`config.mk`:
```
export PLATFORM = sky130hd
export DESIGN_NAME = uart_tx_parity_flat
export DESIGN_NICKNAME = d
export VERILOG_FILES = /design/src/rtl/uart_pkg.sv /design/src/rtl/uart_tx_parity_if.sv /design/src/rtl/uart_baud_counter.sv /design/src/rtl/uart_tx_parity.sv /design/src/flat_wrapper.sv
export SDC_FILE = /design/constraint.sdc
export NUM_CORES = 1
export LEC_CHECK = 0
export ABC_CLOCK_PERIOD_IN_PS = 3900
export BUFFER_PORTS_ARGS = -buffer_cell sky130_fd_sc_hd__buf_2
export CAP_MARGIN = 20
export CORE_MARGIN = 2
export CORE_UTILIZATION = 55
export DETAILED_ROUTE_END_ITERATION = 8
export PLACE_DENSITY = 0.73
export SETUP_SLACK_MARGIN = 0.2
export SLEW_MARGIN = 30
export SYNTH_ARGS = -nofsm -noshare
export SYNTH_HDL_FRONTEND = slang
export SYNTH_HIERARCHICAL = 1
export SYNTH_SLANG_ARGS = --single-unit
```
`constraint.sdc`:
```
create_clock -name clk -period 3.9 [get_ports clk]
set_input_delay 0.39 -clock clk [delete_from_list [all_inputs] [get_ports clk]]
set_output_delay 0.39 -clock clk [all_outputs]
set_load 0.01 [all_outputs]
```
`src/rtl/uart_pkg.sv`:
```
// Package: uart_pkg
// Definitions shared by the UART transmitter and receiver.
// - uart_state_t : frame sequencing states (IDLE, START, DATA, PARITY, STOP)
// - DATA_BITS    : number of data bits per frame
// - START_LVL    : line level during the start bit
// - STOP_LVL     : line level during the stop bit and while idle
// - calc_parity  : parity bit for a byte. The receiver's check uses the same
//                  function, so both sides always agree on the rule.
package uart_pkg;

    typedef enum logic [2:0] {
        IDLE   = 3'd0,
        START  = 3'd1,
        DATA   = 3'd2,
        PARITY = 3'd3,
        STOP   = 3'd4
    } uart_state_t;

    localparam int   DATA_BITS = 8;
    localparam logic START_LVL = 1'b0;
    localparam logic STOP_LVL  = 1'b1;

    // Even parity is the XOR of the data bits; odd parity is its inverse.
    function automatic logic calc_parity(input logic [DATA_BITS-1:0] data, input logic odd);
        return (^data) ^ odd;
    endfunction

endpackage

```
`src/rtl/uart_tx_parity_if.sv`:
```
// Interface: uart_tx_parity_if
// Byte handshake and serial line of the UART transmitter.
// Handshake: a byte moves when tx_valid and tx_ready are both high at a rising
// clock edge. tx_data only has to be stable at that edge. A tx_valid that is
// high while tx_ready is low is dropped, not remembered.
// - tx_data  : byte to send (master -> slave)
// - tx_valid : send request (master -> slave)
// - tx_ready : transmitter idle, accepts a byte this cycle (slave -> master)
// - tx_busy  : frame in progress, start through stop (slave -> master)
// - tx_done  : one-cycle pulse on the last cycle of the stop bit (slave -> master)
// - uart_tx  : serial line, idles high (slave -> master)
interface uart_tx_parity_if;

    logic [uart_pkg::DATA_BITS-1:0] tx_data;
    logic                           tx_valid;
    logic                           tx_ready;
    logic                           tx_busy;
    logic                           tx_done;
    logic                           uart_tx;

    modport master (
        output tx_data,
        output tx_valid,
        input  tx_ready,
        input  tx_busy,
        input  tx_done,
        input  uart_tx
    );

    modport slave (
        input  tx_data,
        input  tx_valid,
        output tx_ready,
        output tx_busy,
        output tx_done,
        output uart_tx
    );

endinterface

```
`src/rtl/uart_baud_counter.sv`:
```
// Module: uart_baud_counter
// Bit-period timer shared by the UART transmitter and receiver. It counts
// 0..CLKS_PER_BIT-1 while enabled and never goes past CLKS_PER_BIT-1.
// Ports:
// - clk    : system clock, rising edge
// - reset  : synchronous, active-high
// - clear  : restart the count at 0 (used on every state change)
// - enable : count this cycle
// - tick   : high on the terminal count (last cycle of a bit period)
// - count  : current count, so the owner can act ahead of the terminal count
module uart_baud_counter #(
    parameter int CLKS_PER_BIT = 5208,
    localparam int CW = (CLKS_PER_BIT > 1) ? $clog2(CLKS_PER_BIT) : 1
) (
    input  logic          clk,
    input  logic          reset,
    input  logic          clear,
    input  logic          enable,
    output logic          tick,
    output logic [CW-1:0] count
);

    localparam logic [CW-1:0] LAST = CW'(CLKS_PER_BIT - 1);

    always_ff @(posedge clk) begin
        if (reset || clear) begin
            count <= '0;
        end else if (enable) begin
            count <= (count == LAST) ? '0 : count + 1'b1;
        end
    end

    assign tick = enable && (count == LAST);

endmodule

```
`src/rtl/uart_tx_parity.sv`:
```
// Module: uart_tx_parity
// UART transmitter. It takes one byte per handshake and sends the frame
// start(0), 8 data bits LSB first, optional parity bit, stop(1).
// Parameters:
// - CLKS_PER_BIT : clocks per serial bit, 2..65535
// - PARITY_EN    : 1 inserts a parity bit after the data bits
// - PARITY_ODD   : 0 selects even parity, 1 selects odd parity
// Ports:
// - clk      : system clock, rising edge
// - reset    : synchronous, active-high. It wins over every input.
// - txIf     : slave side of uart_tx_parity_if (tx_data/valid/ready, status, uart_tx)
// - stateDbg : current FSM state, for observation only
module uart_tx_parity
    import uart_pkg::*;
#(
    parameter int CLKS_PER_BIT = 5208,
    parameter bit PARITY_EN    = 1'b1,
    parameter bit PARITY_ODD   = 1'b0
) (
    input  logic              clk,
    input  logic              reset,
    uart_tx_parity_if.slave   txIf,
    output uart_state_t       stateDbg
);

    localparam int CW = (CLKS_PER_BIT > 1) ? $clog2(CLKS_PER_BIT) : 1;
    // tx_done is registered. It is set one count before the stop bit's
    // terminal count so that the pulse lines up with the last STOP cycle.
    localparam logic [CW-1:0] NEAR_LAST = CW'(CLKS_PER_BIT - 2);
    localparam logic [2:0]    LAST_BIT  = 3'(DATA_BITS - 1);

    uart_state_t          state;
    uart_state_t          stateNext;
    logic [DATA_BITS-1:0] shreg;
    logic [DATA_BITS-1:0] shregNext;
    logic                 parityReg;
    logic [2:0]           bitIdx;
    logic                 line;
    logic                 lineNext;
    logic                 busy;
    logic                 done;
    logic                 doneNext;
    logic                 txReady;
    logic                 accept;
    logic                 tick;
    logic                 baudClear;
    logic                 baudEnable;
    logic [CW-1:0]        baudCount;

    // tx_ready is the only combinational output. Reset masks it at once, so
    // no byte can be accepted while reset is high.
    assign txReady = (state == IDLE) && !reset;
    assign accept  = txIf.tx_valid && txReady;

    // The bit timer restarts on every state change and stays at 0 while idle.
    assign baudClear  = (stateNext != state);
    assign baudEnable = (state != IDLE);

    uart_baud_counter #(
        .CLKS_PER_BIT(CLKS_PER_BIT)
    ) u_baud (
        .clk   (clk),
        .reset (reset),
        .clear (baudClear),
        .enable(baudEnable),
        .tick  (tick),
        .count (baudCount)
    );

    // State register
    always_ff @(posedge clk) begin
        if (reset) begin
            state <= IDLE;
        end else begin
            state <= stateNext;
        end
    end

    // Next-state logic
    always_comb begin
        stateNext = state;
        case (state)
            IDLE:    if (accept) stateNext = START;
            START:   if (tick) stateNext = DATA;
            DATA:    if (tick && (bitIdx == LAST_BIT)) stateNext = PARITY_EN ? PARITY : STOP;
            PARITY:  if (tick) stateNext = STOP;
            STOP:    if (tick) stateNext = IDLE;
            default: stateNext = IDLE;
        endcase
    end

    // Output logic: next values of the registered outputs and the shifter.
    always_comb begin
        shregNext = shreg;
        if (accept) begin
            shregNext = txIf.tx_data;
        end else if ((state == DATA) && tick) begin
            shregNext = shreg >> 1;
        end

        lineNext = STOP_LVL;
        case (stateNext)
            IDLE:    lineNext = STOP_LVL;
            START:   lineNext = START_LVL;
            DATA:    lineNext = shregNext[0];
            PARITY:  lineNext = parityReg;
            STOP:    lineNext = STOP_LVL;
            default: lineNext = STOP_LVL;
        endcase

        doneNext = (state == STOP) && (baudCount == NEAR_LAST);
    end

    // Datapath and registered outputs
    always_ff @(posedge clk) begin
        if (reset) begin
            shreg     <= '0;
            parityReg <= 1'b0;
            bitIdx    <= '0;
            line      <= STOP_LVL;
            busy      <= 1'b0;
            done      <= 1'b0;
        end else begin
            shreg <= shregNext;
            // Parity is taken from the byte at the accepting edge, so later
            // changes on tx_data cannot affect the frame in flight.
            if (accept) begin
                parityReg <= calc_parity(txIf.tx_data, PARITY_ODD);
            end
            if ((state == DATA) && tick) begin
                bitIdx <= bitIdx + 3'd1;
            end else if (state != DATA) begin
                bitIdx <= '0;
            end
            line <= lineNext;
            busy <= (stateNext != IDLE);
            done <= doneNext;
        end
    end

    assign txIf.tx_ready = txReady;
    assign txIf.tx_busy  = busy;
    assign txIf.tx_done  = done;
    assign txIf.uart_tx  = line;
    assign stateDbg      = state;

endmodule

```
`src/flat_wrapper.sv`:
```
// flat-port wrapper written by rule: the top's interface ports become plain ports
module uart_tx_parity_flat import uart_pkg::*;
#(
    parameter int CLKS_PER_BIT = 5208,
    parameter bit PARITY_EN    = 1'b1,
    parameter bit PARITY_ODD   = 1'b0
)
  (clk, reset, stateDbg, txIf_tx_data, txIf_tx_valid, txIf_tx_ready, txIf_tx_busy, txIf_tx_done, txIf_uart_tx);
  uart_tx_parity_if txIf_i ();
  input  logic clk;
  input  logic reset;
  output uart_state_t stateDbg;
  input wire logic [$bits(txIf_i.tx_data)-1:0] txIf_tx_data;
  input wire logic [$bits(txIf_i.tx_valid)-1:0] txIf_tx_valid;
  output wire logic [$bits(txIf_i.tx_ready)-1:0] txIf_tx_ready;
  output wire logic [$bits(txIf_i.tx_busy)-1:0] txIf_tx_busy;
  output wire logic [$bits(txIf_i.tx_done)-1:0] txIf_tx_done;
  output wire logic [$bits(txIf_i.uart_tx)-1:0] txIf_uart_tx;
  assign txIf_i.tx_data = txIf_tx_data;
  assign txIf_i.tx_valid = txIf_tx_valid;
  assign txIf_tx_ready = txIf_i.tx_ready;
  assign txIf_tx_busy = txIf_i.tx_busy;
  assign txIf_tx_done = txIf_i.tx_done;
  assign txIf_uart_tx = txIf_i.uart_tx;
  uart_tx_parity #(.CLKS_PER_BIT(CLKS_PER_BIT), .PARITY_EN(PARITY_EN), .PARITY_ODD(PARITY_ODD)) u_core (.clk(clk), .reset(reset), .txIf(txIf_i), .stateDbg(stateDbg));
endmodule
```
==> results of run 1 <==
## cells by family (layout without fill, tap and decap cells)
| logic type | after synthesis | after routing | share of synthesized area (%) |
|---|---|---|---|
| AND/OR/NAND/NOR | 80 | 80 | 28.57 |
| flip-flops | 31 | 31 | 38.51 |
| XOR/XNOR | 21 | 21 | 11.41 |
| AO/OA/AOI/OAI | 20 | 20 | 8.541 |
| buffers and inverters | 12 | 30 | 4.424 |
| multiplexers | 10 | 10 | 6.211 |
| adder cells (fa/ha/maj) | 3 | 3 | 2.329 |
## flip-flops by register name, summed over array words and instances (netlist names)
| signal | flops |
|---|---|
| u_core/bitIdx | 3 |
| u_core/parityReg | 1 |
| u_core/shreg | 8 |
| u_core/stateDbg | 3 |
| u_core/txIf.tx_busy | 1 |
| u_core/txIf.tx_done | 1 |
| u_core/txIf.uart_tx | 1 |
| u_core/u_baud/count | 13 |
## routing by layer
layer	vias up	part of all wire (%)	global-route usage (%)
met2	17	51	34.25
li1	659	-	-
met4	0	1.2	6.977
met5	-	0	0
met1	620	44	22.67
met3	4	3.8	5.357
## power breakdown
part           switching (mW)  internal (mW)  leakage (nW)
clock                   0.103         0.0702        0.0293
combinational          0.0322         0.0258         0.335
sequential            0.00958          0.327         0.252
total                   0.145          0.423         0.617
## placed cells by master, fill, tap and decap left out, types with 2 or more instances in the layout
cell type,n
ha_1,3
clkbuf_1,2
nor2_1,33
dfxtp_1,31
a21oi_1,6
nand3b_1,3
nand4_1,6
nand2_1,11
xnor2_1,18
mux2i_1,10
inv_1,4
xor2_1,3
clkbuf_4,5
a211oi_1,6
nand4b_1,2
o21ai_0,2
nand3_1,3
nor3_1,6
nor4b_1,3
buf_2,17
nor4_2,2
## worst reg2reg max path, stage by stage (launching register included)
cell and delay [ns]:
dfxtp_1 0.58, inv_1 0.22, nand2_1 0.31, nand4_1 0.18, nor2_1 0.12, buf_4 0.20, nand2_4 0.07, nor3_4 0.38
mux2i_1 0.15, a211oi_1 0.26
## stage by stage
step | cell area [um^2] | setup slack [ns] | std cells | power [mW]
final | 1737 | 1.342 | 226 | 0.5685
after global routing | 1737 | 1.112 | 226 | 0.5974
after CTS | 1737 | 1.368 | 226 | 0.5745
after detailed placement | 1687 | 1.410 | 218 | 0.4018
after global placement | 1687 | 1.464 | 218 | 0.4001
after floorplan | 1612 | 1.592 | 177 | 0.3850
## area by class of cell
cell class,instances,area [um^2]
clock buffers,7,45.04
well taps,31,38.79
fillers,243,1045
inverters,4,15.01
flip-flops and latches,31,620.6
clock inverters,1,5.005
repair buffers,18,92.59
multi-input cells,134,919.6
## worst paths after layout
kind	slack, ns	from	to
worst max register to register	1.34	u_core/stateDbg[2]	u_core/shreg[5]
worst max-delay path	1.34	u_core/stateDbg[2]	u_core/shreg[5]
worst min-delay path	0.34	txIf_tx_data[7]	u_core/shreg[7]
worst min register to register	0.49	u_core/u_baud/count[12]	u_core/txIf.tx_done
==> metrics.md, run 1 <==
| Metric | Value |
|---|---|
| Final period utilization | `65.58%` |
| Setup Skew | `0.007726 ns` |
| Ant diodes | `0` |
| Hpwl dp | `2158 um` |
| CTS Hold Bufs | `0` |
| WL per Instance | `13.54 um` |
| Die area | `3379 um^2` |
| First-pass GRT wire length | `5050 um` |
| Share of the synthesized area in the top cell type | `38.51%` |
| Final setup fails | `0` |
| #FFs+latches synth | `31` |
| First-pass detailed-route iteration total | `4` |
| Rel. slew slack | `63.84%` |
| Vias in the first global route | `1197` |
| Levels on crit path | `9` |
| Outcome | `completed` |
| TNS Setup | `0 ns` |
| Post-synth top cells | `nor2_1 (33), dfxtp_1 (31), xnor2_1 (18), nand2_1 (11), mux2i_1 (10)` |
| Asr flop ratio synth | `0%` |
| Post-CTS Setup Inserts | `0` |
| Peak Freq | `391.0 MHz` |
| DRT antenna net count | `0` |
| NumNets Final | `208` |
| Max stage delay on crit path | `0.58 ns` |
| CTS tree | `yes` |
| Initial DRC count | `69` |
| Antenna violations before repair | `0` |
| CP arrival | `2.79 ns` |
| Kind of critical path | `reg2reg` |
| Top-count cell post-synth | `nor2_1` |
| Least-Margin Pin Slew | `0.5423 ns` |
| Largest net degree at the start of global routing | `19` |
| Tmin final | `2.558 ns` |
| Detailed Route WL | `3061 um` |
| Slowest CP cell | `dfxtp_1` |
| Post-synth top area cell | `dfxtp_1` |
| CP required | `4.14 ns` |
| GRT Total Usage | `19.52%` |
| Max Cap Viol | `0` |
| Ranking of synthesized cells by area | `dfxtp_1 (39%), xnor2_1 (9.8%), nor2_1 (7.7%)` |
| P&R area growth vs syn | `7.764%` |
| Leak | `0.6167 nW` |
| Io pins | `18` |
| Worst vdd rail ir drop | `0.2351 mV` |
| Cells along the critical path | `inv_1 -> nand2_1 -> nand4_1 -> nor2_1 -> buf_4 -> nand2_4 -> nor3_4 -> mux2i_1 -> a211oi_1` |
| RSZ-0062 raised after global routing | `no` |
| Number of clock sinks | `31` |
| Global route overflow | `0` |
| Die Wd | `58.13 um` |
| FP Rows | `19` |
| Chip height | `58.13 um` |
| Worst-path clk slew | `0.09 ns` |
| Cell family with most CP delay | `simple AND/OR/NAND/NOR gates` |
| Tightest Hold Check Type | `in2reg` |
| Count of final hold-check violations | `0` |
| EDFF count, synth | `0` |
| Vias/cell | `5.752` |
| Post-Syn Area | `1612 um^2` |
| Hold-critical path depth | `3` |
| Mapped Nets | `191` |
| Final Wtd Congestion | `0.8153` |
| Via count | `1300` |
| Share of layout cells above drive strength 1 | `16.92%` |
| Clk_lat worst skew | `0.32 ns` |
| Clock Path Buffers | `2` |
| Max Transition Viols Final | `0` |
| Bufs and invs on worst path | `2` |
| Synth Instances | `177` |
| Setup crit start kind | `flop` |
| Worst r2r path cells | `9` |
| Critical path fanouts, max | `13` |
| Root Buffer | `clkbuf_4` |
| Post-CTS Resized | `0` |
| Post-synthesis sequential area ratio | `38.51%` |
| Mapped Avg Cell Area | `9.105 um^2` |
| H-tree depth | `2` |
| Core ar. | `2781 um^2` |
| Layout Utilization | `62.44%` |
| Yosys warnings | `6` |
| CTS Buf Count | `5` |
| Crit end category | `flop` |
| Number of remaining DRC errors | `0` |
| Tightest hold margin | `0.3375 ns` |
| Power Density | `327.4 nW/um^2` |
| Starting Density | `57.94%` |
| Predominant post-synthesis flop cell | `dfxtp_1` |
| Post-synth cell types | `39` |
| IO buf count | `17` |
(Power assumes the default switching activity.)
==> inputs of run 2 (changes only) <==
ABC_CLOCK_PERIOD_IN_PS = 2580   (was 3900)
clock period = 2.58 ns   (was 3.9 ns; I/O delays follow)
==> run 2 against run 1 <==
Critical path depth decreased by 1. Clock power increased by 63%. Die area unchanged. Global-route usage increased by 2.1 points. Routed wire length grew 3.4%. Clock skew up 0.00066 ns. Setup slack lost 0.93 ns. Sequential power grew 50%. Sequential share of layout area is 0.73 points lower. Critical endpoint is now u_core/shreg[4]. Largest cell class unchanged. Largest power group unchanged.
==> metrics.md, run 2 (synthesis results as in run 1) <==
| Metric | Value |
|---|---|
| Via count | `1328 (was 1300)` |
| Least-Margin Pin Slew | `0.5286 ns (was 0.5423 ns)` |
| P&R area growth vs syn | `10.02% (was 7.764%)` |
| Final period utilization | `84.13% (was 65.58%)` |
| WL per Instance | `13.82 um (was 13.54 um)` |
| Worst-path clk slew | `0.09 ns (about the same)` |
| Core ar. | `2781 um^2 (unchanged)` |
| Largest net degree at the start of global routing | `19 (unchanged)` |
| Clock Path Buffers | `2 (unchanged)` |
| CP arrival | `2.37 ns (was 2.79 ns)` |
| IO buf count | `17 (unchanged)` |
| First-pass GRT wire length | `5526 um (was 5050 um)` |
| Outcome | `completed (unchanged)` |
| Die Wd | `58.13 um (unchanged)` |
| Critical path fanouts, max | `13 (unchanged)` |
| Number of clock sinks | `31 (unchanged)` |
| FF/Latch Area | `620.6 um^2 (unchanged)` |
| Max Transition Viols Final | `0 (unchanged)` |
| Leak | `0.6429 nW (was 0.6167 nW)` |
| Top reg by flops | `u_core/u_baud/count (unchanged)` |
| FP Rows | `19 (unchanged)` |
| CTS Hold Bufs | `0 (unchanged)` |
| Bufs and invs on worst path | `1 (was 2)` |
| Hpwl dp | `2228 um (was 2158 um)` |
| H-tree depth | `2 (unchanged)` |
| Vias in the first global route | `1230 (was 1197)` |
| Psw | `0.2207 mW (was 0.1451 mW)` |
| Setup crit start kind | `flop (unchanged)` |
| Die area | `3379 um^2 (unchanged)` |
| Chip height | `58.13 um (unchanged)` |
| Final setup fails | `0 (unchanged)` |
| Rel. slew slack | `64.75% (was 63.84%)` |
| Switching part of the total power | `24.98% (was 25.52%)` |
| Slowest CP cell | `nor3_4 (was dfxtp_1)` |
| RR Startpoint | `u_core/u_baud/count[7] (was u_core/stateDbg[2])` |
| Cell family with most CP delay | `simple AND/OR/NAND/NOR gates (unchanged)` |
| Cells along the critical path | `nor4b_1 -> nand3b_1 -> nor2_1 -> buf_4 -> nand2_4 -> nor3_4 -> mux2i_1 -> a211oi_1 (was inv_1 -> nand2_1 -> nand4_1 -> nor2_1 -> buf_4 -> nand2_4 -> nor3_4 -> mux2i_1 -> a211oi_1)` |
| Peak Freq | `460.7 MHz (was 391.0 MHz)` |
| TNS Setup | `0 ns (unchanged)` |
| Worst r2r path cells | `8 (was 9)` |
| R2R Setup Slk | `0.41 ns (was 1.34 ns)` |
| Clock power share | `31.9% (was 30.5%)` |
| RSZ-0062 raised after global routing | `no (unchanged)` |
| Global route overflow | `0 (unchanged)` |
| Setup Skew | `0.008389 ns (was 0.007726 ns)` |
| CTS tree | `yes (unchanged)` |
| Number of fillers in the final layout | `231 (was 243)` |
| Top flop regs | `u_core/u_baud/count (13), u_core/shreg (8) (unchanged)` |
| Share of layout cells above drive strength 1 | `19.19% (was 16.92%)` |
| First-pass detailed-route iteration total | `4 (unchanged)` |
| GRT Total Usage | `21.65% (was 19.52%)` |
| Initial DRC count | `95 (was 69)` |
| Kind of critical path | `reg2reg (unchanged)` |
| Clk_lat worst skew | `0.32 ns (about the same)` |
| Placed cells | `222 (was 218)` |
| Tmin final | `2.171 ns (was 2.558 ns)` |
| Final Wtd Congestion | `0.8267 (was 0.8153)` |
| Count of final hold-check violations | `0 (unchanged)` |
| Most common cell after layout, fill and taps aside | `nor2_1 (unchanged)` |
| Power Density | `498.3 nW/um^2 (was 327.4 nW/um^2)` |
| NumNets Final | `212 (was 208)` |
| Vias/cell | `5.799 (was 5.752)` |
| Max stage delay on crit path | `0.39 ns (was 0.58 ns)` |
| Io pins | `18 (unchanged)` |
| Crit end category | `flop (unchanged)` |
| Max reg flops | `13 (unchanged)` |
| Hold Path End | `u_core/shreg[7] (unchanged)` |
| Max Cap Viol | `0 (unchanged)` |
| Root Buffer | `clkbuf_4 (unchanged)` |
| Antenna violations before repair | `0 (unchanged)` |
| Number of remaining DRC errors | `0 (unchanged)` |
| Worst vdd rail ir drop | `0.5645 mV (was 0.2351 mV)` |
| Commonest non-fill, non-tap cells in the layout | `nor2_1 (33), dfxtp_1 (31), xnor2_1 (18) (unchanged)` |
| Cell internal pwr | `0.6628 mW (was 0.4234 mW)` |
| Detailed Route WL | `3164 um (was 3061 um)` |
| HP Start | `txIf_tx_data[7] (unchanged)` |
| Logic pwr share | `10.7% (was 10.2%)` |
| Hold-critical path depth | `3 (unchanged)` |
| Multi-input logic area | `919.6 um^2 (unchanged)` |
| Worst R2R End | `u_core/shreg[4] (was u_core/shreg[5])` |
| Final Non-Filler Cells | `229 (was 226)` |
| Tightest Hold Check Type | `in2reg (unchanged)` |
| CTS Buf Count | `5 (unchanged)` |
| Post-CTS Setup Inserts | `0 (unchanged)` |
| Post-CTS Resized | `0 (unchanged)` |
| Starting Density | `57.94% (unchanged)` |
| CP required | `2.78 ns (was 4.14 ns)` |
| DRT antenna net count | `0 (unchanged)` |
| Ant diodes | `0 (unchanged)` |
| Sequential Power Share | `57.3% (was 59.3%)` |
run 2: worst reg2reg max path: stages, from the launching register on:
cell and delay [ns]:
dfxtp_1 0.38, nor4b_1 0.33, nand3b_1 0.16, nor2_1 0.12
buf_4 0.21, nand2_4 0.07, nor3_4 0.39, mux2i_1 0.30
a211oi_1 0.10
run 2: per-stage QoR:
step	instance area [um^2]	power (mW)	setup slack (ns)	utilization (%)	hold slack, ns
after floorplan	1612	0.5820	0.2715	-	0.3226
after global placement	1717	0.6085	0.5269	61.72	0.4732
after detailed placement	1717	0.6117	0.5013	61.72	0.4712
after CTS	1773	0.8939	0.4247	63.74	0.1890
after global routing	1773	0.9308	0.2173	63.74	0.2187
final	1773	0.8835	0.4094	63.74	0.2008
run 2: how the worst max path moves through the flow:
stage / from / end / slack [ns] / cells past startpoint
2_1_floorplan: u_core/stateDbg[0] / u_core/u_baud/count[9] / 0.27 / 15
3_3_place_gp: u_core/u_baud/count[0] / u_core/shreg[0] / 0.53 / 8
3_5_place_dp: u_core/u_baud/count[0] / u_core/shreg[0] / 0.50 / 8
4_1_cts: u_core/u_baud/count[0] / u_core/shreg[4] / 0.42 / 8
5_1_grt: u_core/u_baud/count[7] / u_core/shreg[4] / 0.22 / 8
6_report: u_core/u_baud/count[7] / u_core/shreg[4] / 0.41 / 8
run 2: per-layer routing:
| layer | routed length [um] | GRT usage (%) |
|---|---|---|
| met5 | 0 | 0 |
| met4 | 32 | 8.970 |
| met3 | 141 | 5.357 |
| met2 | 1620 | 37.50 |
| met1 | 1368 | 25.42 |
run 2: layout make-up:
type	count	share of cell area (%)
clock inverters	1	0.2823
clock buffers	6	2.893
inverters	4	0.8469
repair buffers	22	6.916
flip-flops and latches	31	35.00
well taps	31	2.188
multi-input cells	134	51.87
run 2: power by group through the flow:
| stage | registers, mW | clock network (mW) | logic [mW] |
|---|---|---|---|
| 5_1_grt | 0.508 | 0.315 | 0.107 |
| 4_1_cts | 0.507 | 0.292 | 0.0955 |
| 6_report | 0.507 | 0.282 | 0.0950 |
| 3_5_place_dp | 0.517 | 0 | 0.0946 |
| 2_1_floorplan | 0.516 | 0 | 0.0661 |
| 3_3_place_gp | 0.516 | 0 | 0.0923 |
==> inputs of run 3 (changes only) <==
ABC_CLOCK_PERIOD_IN_PS = 2300   (was 2580)
clock period = 2.3 ns   (was 2.58 ns; I/O delays follow)
==> run 3 against run 2 <==
Sequential share of layout area decreased by 1.5 points. Combinational power increased by 21%. Clock-buffer cell count increased by 1. Critical endpoint is now u_core/txIf.uart_tx.
==> metrics.md, run 3 (synthesis results as in run 1) <==
| Metric | Value |
|---|---|
| Number of remaining DRC errors | `0 (unchanged)` |
| Psw | `0.2568 mW (was 0.2207 mW)` |
| Logic pwr share | `11.7% (was 10.7%)` |
| Kind of critical path | `reg2reg (unchanged)` |
| Power Total | `0.9809 mW (was 0.8835 mW)` |
| Via count | `1346 (was 1328)` |
| Root Buffer | `clkbuf_4 (unchanged)` |
| Layout Utilization | `68.15% (was 63.74%)` |
| Number of clock sinks | `31 (unchanged)` |
| Rel. slew slack | `77.15% (was 64.75%)` |
| Final Wtd Congestion | `0.8934 (was 0.8267)` |
| Top reg by flops | `u_core/u_baud/count (unchanged)` |
| Io pins | `18 (unchanged)` |
| Clk_lat worst skew | `0.33 ns (was 0.32 ns)` |
| M3 GR Usage | `6.696% (was 5.357%)` |
| Starting Density | `57.94% (unchanged)` |
| Tmin final | `2.029 ns (was 2.171 ns)` |
| Final setup fails | `0 (unchanged)` |
| Met2 Track Usage GR | `38.15% (was 37.50%)` |
| Power Density | `517.5 nW/um^2 (was 498.3 nW/um^2)` |
| DRT antenna net count | `0 (unchanged)` |
| Count of final hold-check violations | `0 (unchanged)` |
| Initial DRC count | `64 (was 95)` |
| P&R area growth vs syn | `17.62% (was 10.02%)` |
| IO buf count | `17 (unchanged)` |
| Setup Skew | `0.008048 ns (was 0.008389 ns)` |
| Max Transition Viols Final | `0 (unchanged)` |
| Critical path fanouts, max | `8 (was 13)` |
| Switching part of the total power | `26.18% (was 24.98%)` |
| HP Start | `txIf_tx_data[7] (unchanged)` |
| Vias in the first global route | `1295 (was 1230)` |
| GRT Total Usage | `21.50% (was 21.65%)` |
| NumNets Final | `218 (was 212)` |
| CP arrival | `2.23 ns (was 2.37 ns)` |
| CP required | `2.50 ns (was 2.78 ns)` |
| CTS tree | `yes (unchanged)` |
| Share of layout cells above drive strength 1 | `28.29% (was 19.19%)` |
| Chip height | `58.13 um (unchanged)` |
| WL per Instance | `13.99 um (was 13.82 um)` |
| Ant diodes | `0 (unchanged)` |
| Worst vdd rail ir drop | `0.4975 mV (was 0.5645 mV)` |
| Max reg flops | `13 (unchanged)` |
| Hpwl dp | `2268 um (was 2228 um)` |
| First-pass GRT wire length | `5533 um (was 5526 um)` |
| Clock power share | `30.6% (was 31.9%)` |
| Tightest Hold Check Type | `in2reg (unchanged)` |
| Worst-path clk slew | `0.09 ns (about the same)` |
| Met1 Resource Use GR | `23.17% (was 25.42%)` |
| FP Rows | `19 (unchanged)` |
| Outcome | `completed (unchanged)` |
| Cell internal pwr | `0.7241 mW (was 0.6628 mW)` |
| Clock Path Buffers | `2 (unchanged)` |
| Peak Freq | `492.9 MHz (was 460.7 MHz)` |
| Global route overflow | `0 (unchanged)` |
| Crit path launch | `u_core/u_baud/count[9] (was u_core/u_baud/count[7])` |
| Sequential Power Share | `57.7% (was 57.3%)` |
| CTS Buf Count | `5 (unchanged)` |
| Die area | `3379 um^2 (unchanged)` |
| Number of fillers in the final layout | `236 (was 231)` |
| Crit end category | `flop (unchanged)` |
| Core ar. | `2781 um^2 (unchanged)` |
| RR Startpoint | `u_core/u_baud/count[9] (was u_core/u_baud/count[7])` |
| Die Wd | `58.13 um (unchanged)` |
| First-pass detailed-route iteration total | `4 (unchanged)` |
| Leak | `0.6787 nW (was 0.6429 nW)` |
| Detailed Route WL | `3301 um (was 3164 um)` |
| Most common cell after layout, fill and taps aside | `nor2_1 (unchanged)` |
| Antenna violations before repair | `0 (unchanged)` |
| Largest net degree at the start of global routing | `19 (unchanged)` |
| Setup crit start kind | `flop (unchanged)` |
| TNS Setup | `0 ns (unchanged)` |
| Final period utilization | `88.21% (was 84.13%)` |
| Top flop regs | `u_core/u_baud/count (13), u_core/shreg (8) (unchanged)` |
| Global route hottest layer | `met2 (unchanged)` |
| RSZ-0062 raised after global routing | `yes (was no)` |
| Commonest non-fill, non-tap cells in the layout | `nor2_1 (30), dfxtp_1 (22), xnor2_1 (18) (was nor2_1 (33), dfxtp_1 (31), xnor2_1 (18))` |
| Least-Margin Pin Slew | `0.3427 ns (was 0.5286 ns)` |
| H-tree depth | `2 (unchanged)` |
| Max Cap Viol | `0 (unchanged)` |
| Vias/cell | `5.703 (was 5.799)` |
-- run 3: changes by cell type in the layout (fill, tap and decap cells not counted), moves of 2 or more --
cell,change
dfxtp_1,-9
dfxtp_2,+8
buf_4,+4
nor2_1,-3
clkbuf_1,+2
nor2_4,+2
o21ai_4,+2
-- run 3: power by group through the flow --
stage	sequential, mW	clock, mW	combinational [mW]
floorplan	0.579	0	0.0764
global placement	0.579	0	0.103
detailed placement	0.579	0	0.107
CTS	0.567	0.314	0.108
global route	0.569	0.337	0.127
finish	0.566	0.300	0.115
-- run 3: metal layers --
metal	up-vias	wire length [um]
met1	640	1406
met4	0	40
met3	6	106
met5	-	0
li1	677	-
met2	23	1747
-- run 3: worst max-delay path: stages (launching register included) --
cell and delay (ns):
dfxtp_2 0.36, nor4b_4 0.27, nand3b_1 0.25, nor2_4 0.28
buf_4 0.15, nand2_1 0.06, or3_1 0.30, a21oi_1 0.13
o311ai_0 0.11
-- run 3: through the flow --
stage	hold WS, ns	instances	cell area, um^2	worst slack [ns]
final	0.1898	236	1896	0.2711
after global routing	0.1823	236	1896	0.1731
after CTS	0.1694	231	1797	0.1905
after detailed placement	0.4844	221	1719	0.1811
after global placement	0.4695	221	1719	0.2385
after floorplan	0.2946	177	1637	0.2198
-- run 3: layout make-up --
cell class	instances	area (um^2)	share of cell area, %
clock buffers	7	45.04	2.376
clock inverters	1	5.005	0.2640
inverters	4	15.01	0.7921
multi-input cells	135	984.7	51.95
flip-flops and latches	31	634.4	33.47
well taps	31	38.79	2.046
repair buffers	27	172.7	9.109
-- run 3: timing repair --
| action | 4_1_cts | 5_1_grt |
|---|---|---|
| gates cloned | 0 | 1 |
| hold buffers | 0 | 0 |
| buffers inserted | 2 | 4 |
| endpoints found under the setup margin | 6 | 23 |
| pin swaps | 1 | 5 |
| gates resized for setup | 0 | 17 |
-- run 3: path summary, 6_finish.rpt --
path	endpoint	slack [ns]	depth (start not counted)
worst max register to register	u_core/txIf.uart_tx	0.27	8
worst max-delay path	u_core/txIf.uart_tx	0.27	8
worst min register to register	u_core/txIf.tx_done	0.49	2
worst min-delay path	u_core/shreg[7]	0.19	3
